<file path="config.mk">
export PLATFORM = sky130hd
export DESIGN_NAME = regfile_scoreboard_flat
export DESIGN_NICKNAME = d
export VERILOG_FILES = /design/src/rtl/regfile_scoreboard_pkg.sv /design/src/rtl/regfile_scoreboard_if.sv /design/src/rtl/regfile_scoreboard_pending_table.sv /design/src/rtl/regfile_scoreboard.sv /design/src/flat_wrapper.sv
export SDC_FILE = /design/constraint.sdc
export NUM_CORES = 2
export LEC_CHECK = 0
export CORE_MARGIN = 1
export CORE_UTILIZATION = 56
export CTS_BUF_LIST = sky130_fd_sc_hd__clkbuf_8 sky130_fd_sc_hd__clkbuf_16
export CTS_CLUSTER_DIAMETER = 80
export DETAILED_ROUTE_END_ITERATION = 10
export GPL_ROUTABILITY_DRIVEN = 0
export PLACE_DENSITY = 0.71
export SLEW_MARGIN = 20
export SYNTH_ARGS = -nofsm -noshare
export SYNTH_HDL_FRONTEND = slang
export SYNTH_SLANG_ARGS = --single-unit
</file>
<file path="constraint.sdc">
create_clock -name clk -period 7.8 [get_ports clk]
set_input_delay 0.78 -clock clk [delete_from_list [all_inputs] [get_ports clk]]
set_output_delay 0.78 -clock clk [all_outputs]
set_load 0.1 [all_outputs]
</file>
<file path="src/rtl/regfile_scoreboard_pkg.sv">
// Shared pipeline constants for the register file and its load scoreboard.
package regfile_scoreboard_pkg;

  localparam int unsigned DATA_W_DEF = 32;
  localparam int unsigned ADDR_W_DEF = 5;
  localparam int unsigned REG_ZERO   = 0;

endpackage

</file>
<file path="src/rtl/regfile_scoreboard_if.sv">
// Decode/writeback signal bundle between the pipeline and the register file.
interface regfile_scoreboard_if
  import regfile_scoreboard_pkg::*;
#(
  parameter int unsigned DATA_W = DATA_W_DEF,
  parameter int unsigned ADDR_W = ADDR_W_DEF
);

  logic              RegWriteW;
  logic [ADDR_W-1:0] RdW;
  logic [DATA_W-1:0] ResultW;
  logic [ADDR_W-1:0] A1D;
  logic [ADDR_W-1:0] A2D;
  logic [DATA_W-1:0] RD1D;
  logic [DATA_W-1:0] RD2D;
  logic              PendSetD;
  logic [ADDR_W-1:0] RdD;
  logic              FlushE;
  logic              StallD;
  logic [ADDR_W:0]   PendCount;

  modport master (
    output RegWriteW, RdW, ResultW, A1D, A2D, PendSetD, RdD, FlushE,
    input  RD1D, RD2D, StallD, PendCount
  );

  modport slave (
    input  RegWriteW, RdW, ResultW, A1D, A2D, PendSetD, RdD, FlushE,
    output RD1D, RD2D, StallD, PendCount
  );

endinterface

</file>
<file path="src/rtl/regfile_scoreboard_pending_table.sv">
// Per-register pending bits for late (load) results, with flush of the last issue.
module pending_table
  import regfile_scoreboard_pkg::*;
#(
  parameter int unsigned ADDR_W = ADDR_W_DEF
) (
  input  logic              clk,
  input  logic              rst_n,
  input  logic              i_set,
  input  logic [ADDR_W-1:0] i_set_idx,
  input  logic              i_clr,
  input  logic [ADDR_W-1:0] i_clr_idx,
  input  logic              i_flush,
  input  logic [ADDR_W-1:0] i_a1,
  input  logic [ADDR_W-1:0] i_a2,
  output logic              o_stall,
  output logic [ADDR_W:0]   o_pend_count
);

  localparam int unsigned NREG = 1 << ADDR_W;
  localparam logic [ADDR_W-1:0] IDX0 = ADDR_W'(REG_ZERO);

  logic [NREG-1:0]   r_pend;
  logic              r_last_vld;
  logic [ADDR_W-1:0] r_last_idx;
  logic [ADDR_W:0]   r_count;

  logic [NREG-1:0]   w_pend_nxt;
  logic [ADDR_W:0]   w_count_nxt;
  logic              w_set_ok;
  logic              w_stall1;
  logic              w_stall2;

  assign w_set_ok = i_set && (i_set_idx != IDX0);

  // Set is applied last so a same-cycle issue beats both writeback and flush.
  always_comb begin
    w_pend_nxt = r_pend;
    if (i_clr)
      w_pend_nxt[i_clr_idx] = 1'b0;
    if (i_flush && r_last_vld)
      w_pend_nxt[r_last_idx] = 1'b0;
    if (w_set_ok)
      w_pend_nxt[i_set_idx] = 1'b1;
    w_pend_nxt[0] = 1'b0;
  end

  always_comb begin
    w_count_nxt = '0;
    for (int unsigned i = 0; i < NREG; i++)
      w_count_nxt = w_count_nxt + {{ADDR_W{1'b0}}, w_pend_nxt[i[ADDR_W-1:0]]};
  end

  always_ff @(posedge clk or negedge rst_n) begin
    if (!rst_n) begin
      r_pend     <= '0;
      r_last_vld <= 1'b0;
      r_last_idx <= '0;
      r_count    <= '0;
    end else begin
      r_pend     <= w_pend_nxt;
      r_last_vld <= w_set_ok;
      r_last_idx <= i_set_idx;
      r_count    <= w_count_nxt;
    end
  end

  assign w_stall1 = (i_a1 != IDX0) && r_pend[i_a1] && !(i_clr && (i_clr_idx == i_a1));
  assign w_stall2 = (i_a2 != IDX0) && r_pend[i_a2] && !(i_clr && (i_clr_idx == i_a2));

  assign o_stall      = w_stall1 || w_stall2;
  assign o_pend_count = r_count;

endmodule

</file>
<file path="src/rtl/regfile_scoreboard.sv">
// Register file with same-cycle writeback bypass and a load-pending scoreboard.
module regfile_scoreboard
  import regfile_scoreboard_pkg::*;
#(
  parameter int unsigned DATA_W = DATA_W_DEF,
  parameter int unsigned ADDR_W = ADDR_W_DEF
) (
  input  logic                 clk,
  input  logic                 rst_n,
  regfile_scoreboard_if.slave  bus
);

  localparam int unsigned NREG = 1 << ADDR_W;
  localparam logic [ADDR_W-1:0] IDX0 = ADDR_W'(REG_ZERO);

  logic [DATA_W-1:0] r_regs [NREG];
  logic [DATA_W-1:0] w_rd1;
  logic [DATA_W-1:0] w_rd2;
  logic              w_stall;
  logic [ADDR_W:0]   w_pend_count;

  always_ff @(posedge clk or negedge rst_n) begin
    if (!rst_n)
      r_regs <= '{default: '0};
    else if (bus.RegWriteW && (bus.RdW != IDX0))
      r_regs[bus.RdW] <= bus.ResultW;
  end

  always_comb begin
    w_rd1 = r_regs[bus.A1D];
    if (bus.RegWriteW && (bus.RdW == bus.A1D))
      w_rd1 = bus.ResultW;
    if (bus.A1D == IDX0)
      w_rd1 = '0;

    w_rd2 = r_regs[bus.A2D];
    if (bus.RegWriteW && (bus.RdW == bus.A2D))
      w_rd2 = bus.ResultW;
    if (bus.A2D == IDX0)
      w_rd2 = '0;
  end

  pending_table #(
    .ADDR_W (ADDR_W)
  ) u_pending_table (
    .clk          (clk),
    .rst_n        (rst_n),
    .i_set        (bus.PendSetD),
    .i_set_idx    (bus.RdD),
    .i_clr        (bus.RegWriteW),
    .i_clr_idx    (bus.RdW),
    .i_flush      (bus.FlushE),
    .i_a1         (bus.A1D),
    .i_a2         (bus.A2D),
    .o_stall      (w_stall),
    .o_pend_count (w_pend_count)
  );

  assign bus.RD1D      = w_rd1;
  assign bus.RD2D      = w_rd2;
  assign bus.StallD    = w_stall;
  assign bus.PendCount = w_pend_count;

endmodule

</file>
<file path="src/flat_wrapper.sv">
// flat-port wrapper written by rule: the top's interface ports become plain ports
module regfile_scoreboard_flat import regfile_scoreboard_pkg::*;
#(
  parameter int unsigned DATA_W = DATA_W_DEF,
  parameter int unsigned ADDR_W = ADDR_W_DEF
)
  (clk, rst_n, bus_RegWriteW, bus_RdW, bus_ResultW, bus_A1D, bus_A2D, bus_PendSetD, bus_RdD, bus_FlushE, bus_RD1D, bus_RD2D, bus_StallD, bus_PendCount);
  regfile_scoreboard_if #(.DATA_W(DATA_W), .ADDR_W(ADDR_W)) bus_i ();
  input  logic clk;
  input  logic rst_n;
  input wire logic [$bits(bus_i.RegWriteW)-1:0] bus_RegWriteW;
  input wire logic [$bits(bus_i.RdW)-1:0] bus_RdW;
  input wire logic [$bits(bus_i.ResultW)-1:0] bus_ResultW;
  input wire logic [$bits(bus_i.A1D)-1:0] bus_A1D;
  input wire logic [$bits(bus_i.A2D)-1:0] bus_A2D;
  input wire logic [$bits(bus_i.PendSetD)-1:0] bus_PendSetD;
  input wire logic [$bits(bus_i.RdD)-1:0] bus_RdD;
  input wire logic [$bits(bus_i.FlushE)-1:0] bus_FlushE;
  output wire logic [$bits(bus_i.RD1D)-1:0] bus_RD1D;
  output wire logic [$bits(bus_i.RD2D)-1:0] bus_RD2D;
  output wire logic [$bits(bus_i.StallD)-1:0] bus_StallD;
  output wire logic [$bits(bus_i.PendCount)-1:0] bus_PendCount;
  assign bus_i.RegWriteW = bus_RegWriteW;
  assign bus_i.RdW = bus_RdW;
  assign bus_i.ResultW = bus_ResultW;
  assign bus_i.A1D = bus_A1D;
  assign bus_i.A2D = bus_A2D;
  assign bus_i.PendSetD = bus_PendSetD;
  assign bus_i.RdD = bus_RdD;
  assign bus_i.FlushE = bus_FlushE;
  assign bus_RD1D = bus_i.RD1D;
  assign bus_RD2D = bus_i.RD2D;
  assign bus_StallD = bus_i.StallD;
  assign bus_PendCount = bus_i.PendCount;
  regfile_scoreboard #(.DATA_W(DATA_W), .ADDR_W(ADDR_W)) u_core (.clk(clk), .rst_n(rst_n), .bus(bus_i));
endmodule
</file>
Word level (Yosys, flattened, before mapping)
Cells that the tools add are included.
{"block": "word_totals", "in_bits": 57, "regBits": 1067, "out_inout_bits": 71, "wordCells": 136}
{"block": "op_classes", "n_mux": 26, "n_addsub": 30, "bitwise": 8, "eq_ne": 2, "order_cmp": 12, "n_reduce_logical": 22}
{"cell": "bitwise mux 1024 bit", "count": 1}
{"cell": "2-to-1 mux 32 bit", "count": 12}
{"cell": "binary-select mux 32 bit (select 5 bit)", "count": 2}
{"cell": "demux 32 bit (select 5 bit)", "count": 1}
{"cell": "adder 6 x 1 -> 6 bit", "count": 25}
{"cell": "bitwise AND 32 bit", "count": 2}
{"cell": "NOT 32 bit", "count": 2}
{"cell": "bitwise OR 32 bit", "count": 1}
{"cell": "< comparator 5 x 6 -> 1 bit, second input constant", "count": 5}
{"cell": "nonzero test 5 bit", "count": 4}
{"cell": ">= comparator 6 bit, second input constant", "count": 3}
{"cell": "NOT 5 -> 6 bit", "count": 3}
{"cell": "demux 1 bit (select 5 bit)", "count": 3}
{"cell": ">= comparator 5 x 1 -> 1 bit, second input constant", "count": 3}
{"cell": "logical AND 1 bit", "count": 13}
{"cell": "binary-select mux 1 bit (select 5 bit)", "count": 2}
{"cell": "== test 5 bit", "count": 2}
{"cell": "logical NOT 5 bit", "count": 2}
{"cell": "adder 5 x 1 -> 6 bit", "count": 1}
{"cell": "< comparator 6 x 1 -> 1 bit, second input constant", "count": 1}
{"cell": "adder 4 x 1 -> 5 bit", "count": 1}
{"cell": "2-to-1 mux 1 bit", "count": 5}
{"cell": "adder 3 x 1 -> 4 bit", "count": 1}
{"cell": "adder 2 x 1 -> 3 bit", "count": 1}
{"cell": "other kinds (3)", "count": 4}

Logic depth before layout (Yosys ltp)
{"block": "depth", "depth_word": 41, "mapped_depth": 21, "mapped_depth_nobuf": 20}

Hierarchy
A second synthesis with hierarchy kept.
{"block": "hier_totals", "cells_unflattened": 4277, "hier_area_um2": 59135.5}
{"mod": "regfile_scoreboard", "area_each_um2": 55618.3, "cells_each": 3930, "seq_area_each_um2": 25624.6, "n_inst": 1}
{"mod": "pending_table", "area_each_um2": 3517.1, "cells_each": 347, "seq_area_each_um2": 1076.0, "n_inst": 1}

Worst setup path after synthesis
Ideal clock, no wire load.
{"block": "synth_path", "path_type": "input to register", "startpoint": "in bus_RegWriteW", "endpoint": "reg u_core.u_pending_table.r_count[4] (netlist: u_core.u_pending_table.o_pend_count[4])", "stages": 21, "path_buffers": 2, "required_time_ns": 7.720, "arrival_time_ns": 6.656, "slack_ns": 1.064, "path_cell_list": "clkbuf_1 > or3b_2 > nor2_1 > buf_2 > inv_2 > a32o_1 > fa_1 > inv_1 > fa_1 > inv_1 > fa_1 > fa_1 > inv_1 > fa_1 > fa_1 > inv_1 > fa_1 > fa_1 > a21o_1 > a21oi_1 > xnor2_1"}
{"block": "synth_between", "word_cells_on_any_way": 35, "classes_between": "add/sub: 30; mux: 3; bitwise: 2"}
{"element": "start: declaration", "line": "flat_wrapper.sv:11", "source": "input wire logic [$bits(bus_i.RegWriteW)-1:0] bus_RegWriteW;"}
{"element": "2-to-1 mux 32 bit (*)", "line": "regfile_scoreboard_pending_table.sv:39", "source": "if (i_clr)"}
{"element": "bitwise AND 32 bit (no source line)"}
{"element": "2-to-1 mux 32 bit (*)", "line": "regfile_scoreboard_pending_table.sv:41", "source": "if (i_flush && r_last_vld)"}
{"element": "bitwise OR 32 bit (no source line)"}
{"element": "2-to-1 mux 32 bit (*)", "line": "regfile_scoreboard_pending_table.sv:43", "source": "if (w_set_ok)"}
{"element": "net u_core.u_pending_table.w_pend_nxt[20]", "line": "regfile_scoreboard_pending_table.sv:28", "source": "logic [NREG-1:0] w_pend_nxt;"}
{"element": "adder 6 x 1 -> 6 bit (*) (12 in series)", "line": "regfile_scoreboard_pending_table.sv:51", "source": "w_count_nxt = w_count_nxt + {{ADDR_W{1'b0}}, w_pend_nxt[i[ADDR_W-1:0]]};"}
{"element": "net u_core.u_pending_table.w_count_nxt[4]", "line": "regfile_scoreboard_pending_table.sv:29", "source": "logic [ADDR_W:0] w_count_nxt;"}
{"element": "end signal: assignment", "line": "regfile_scoreboard_pending_table.sv:64", "source": "r_count <= w_count_nxt;"}
{"element": "end: declaration", "line": "regfile_scoreboard_pending_table.sv:26", "source": "logic [ADDR_W:0] r_count;"}
Mark *: on every way through the listed nets, which the timed path passes. The rest lies on a longest branch.
A chain may end at the register's enable or synchronous reset.

Final worst setup path
Ends and elaborated chain as after synthesis.

==> impl_metrics.ini <==
[synth]
muxShareOfSynthArea = 0.440
synthFlopType = dfrtp_1
yosys.area_share.simple = 0.0180
yosysUniqueCellTypes = 58
synthesis.nets = 3862
yosys_warnings = 0
yosysTopAreaCell = dfrtp_1
synth_area_leaders = dfrtp_1, mux4_2, mux2_1, mux2_2, mux2i_1
syn_avg_cell_area_um2 = 15.3
synth_top_area_share = 0.462
async_flop_share = 1.00
netlist_area_mm2 = 0.0578
ys_ff_latch = 1067
yosysSeqAreaShare = 0.462
synth_xor_xnor_area_share = 0.00197
synth_enable_flop_cells = 0
synth_top_family_by_area = multiplexers
syn-instance-count = 3775
synth_adder_area_share = 0.00948
synth-compound-area-share = 0.0323

[floorplanning]
die_w_um = 323
num_io_pins = 128
placementRows = 117
core_mm2 = 0.102
start_util = 0.567
die_h_um = 323
dieArea_mm2 = 0.105

[sta]
fmax_mhz = 154
finalHoldViolations = 0
rsz0062_at_grt = false
relSlewSlack = 0.211
setup_ws_ns = 1.33
fin_crit_sh = 0.830
skew_ns = 0.00952
tns_ns = 0
min_period_ns = 6.47
drv_slew = 0
tightestPinTransition_ns = 1.18
setup_viol = 0

[cts]
root_buffer = clkbuf_16
cts_buffer_depth = 3
numCtsBuffers = 114
htree_num_levels = 3
cts_setup_buffers = 0
cts_resized = 0
hold_buffers = 0
cts.sinks = 1067
clkLatencyLatePin_ns = 0.71
clk_pin_slew_worst_paths_ns = 0.06
cts_tree = yes

[final_layout]
fillCellCount = 7377
multiInputGateArea_mm2 = 0.0292
layout_commonest_cell = dfrtp_1
seqCellArea_mm2 = 0.0267
layout.nets = 3780
synthToLayoutAreaGrowth_pct = 10.9
layout_common_cells = dfrtp_1, mux2_1, mux4_2, mux2_2, mux2i_1
drive_gt1_frac = 0.312

[worst_setup_path]
cp_common_cell = fa_1
cp-start-kind = primary input
cp_top_family = adder cells
end_kind = flip-flop
worstPathCellList = clkdlybuf4s50_1, or3b_2, nor2_4, inv_2, a32o_1, fa_1, inv_1, fa_1, inv_1, fa_1, fa_1, inv_1, fa_1, fa_1, inv_1, fa_1, fa_1, a21o_1, a21oi_1, xnor2_1
endpoint = u_core.u_pending_table.o_pend_count[4]
r2r_cells = 19
crit_start = bus_RegWriteW
regToRegStartpoint = u_core.u_pending_table.r_last_idx[1]
timing.rr.end = u_core.u_pending_table.o_pend_count[4]
cp_data_required_time_ns = 8.43
reg2reg_setup_slack_ns = 1.71
slowest_stage = clkdlybuf4s50_1
crit_cells = 20
cpPeakStageDelay_ns = 0.68
worst-path-buf-inv = 6
crit_fanout = 10
arrival_ns = 7.10
setup.worst_path.class = primary input to flip-flop

[place]
io_buffers = 127
hpwl_um = 98100
place_worst_setup_slack_ns = 0.605

[routing]
wl_per_cell_um = 34.3
vias = 36908
first_iter_violations = 3609
routed_wl_um = 177000
antenna_left = 0
drt_first_pass_iters = 6
drc = 0
via_per_inst = 7.15

[status]
outcome = completed

[global_routing]
grt_first_pass_wirelength_um = 264000
grt_max_degree = 175
overflow = 0
antenna_found_initial = 10
grtUsageTotal = 0.348
grt_pass1_vias = 39505

[worst_hold_path]
hold_class = primary input to asynchronous set/reset pin

[power_and_ir_drop]
vdd_drop_max_mv = 0.564
p_leak_uw = 0.0280
powerDensity_mw_per_mm2 = 292

[job]
cap_viol_max_count = 0
[logic make-up after synthesis]
family / count (synthesis)
AO/OA/AOI/OAI: 269
multiplexers: 1707
XOR/XNOR: 13
adder cells (fa/ha/maj): 30
buffers and inverters: 467
AND/OR/NAND/NOR: 222
flip-flops: 1067
[worst min path at each step]
stage                     endpoint  slack [ns]
5_1_grt         u_core.r_regs[850]        0.22
3_5_place_dp    u_core.r_regs[993]        0.38
3_3_place_gp   u_core.r_regs[1014]        0.38
4_1_cts         u_core.r_regs[850]        0.20
2_1_floorplan  u_core.r_regs[1000]        0.44
6_report         u_core.r_regs[50]        0.17
[registers in the layout (all words and copies together), names as in the netlist]
register                             flops
u_core.u_pending_table.r_pend           31
u_core.u_pending_table.r_last_idx        5
u_core.u_pending_table.r_last_vld        1
u_core.u_pending_table.o_pend_count      6
u_core.r_regs                         1024
[where the power goes]
group	internal [uW]	switching, uW
combinational	2700	2770
clock	3480	2330
sequential	6650	812
[layout make-up]
type                    count  share of cell area
multi-input cells        2241               0.456
flip-flops and latches   1067               0.416
clock buffers             146              0.0517
repair buffers            228              0.0352
well taps                1368              0.0267
clock inverters            67              0.0119
inverters                  41             0.00240
diodes                      2           0.0000781
[routing by layer]
| metal | vias up | wire length [um] | GRT usage |
|---|---|---|---|
| met2 | 2018 | 84600 | 0.548 |
| li1 | 14423 | - | - |
| met4 | 12 | 7720 | 0.142 |
| met3 | 515 | 16000 | 0.0851 |
| met5 | - | 82 | 0 |
| met1 | 19940 | 68700 | 0.467 |
[cell usage after synthesis (all sizes together) (2+ instances only)]
cell        n
xor2        9
nand3       8
a31oi      14
a221oi      3
a21o       33
o22ai      43
nand2      72
a221o       5
a21boi      2
dfrtp    1067
a2111oi    31
inv        41
mux4      567
clkbuf    223
a32o       21
a21oi      47
a22oi      16
o211ai      3
nor3b      11
a32oi       7
mux2i     147
nand3b      9
a211oi      5
mux2      993
nor3        5
buf       203
ha          7
or2         6
nand2b      4
nor4        3
nor2       82
and3        6
xnor2       4
and3b       7
fa         23
o21ai      33
and2        3
[per-stage QoR]
stage / instances / total power, uW / utilization / hold slack, ns / instance area (um2)
floorplan: 3775 / 11500 / - / 0.441 / 57800
global route: 5159 / 19700 / 0.628 / 0.218 / 64100
finish: 5160 / 18700 / 0.628 / 0.175 / 64100
CTS: 5157 / 18800 / 0.628 / 0.197 / 64100
global placement: 4943 / 12600 / 0.588 / 0.377 / 60000
detailed placement: 4944 / 13000 / 0.588 / 0.383 / 60000
Note: power is estimated with default switching activity, not from simulation.
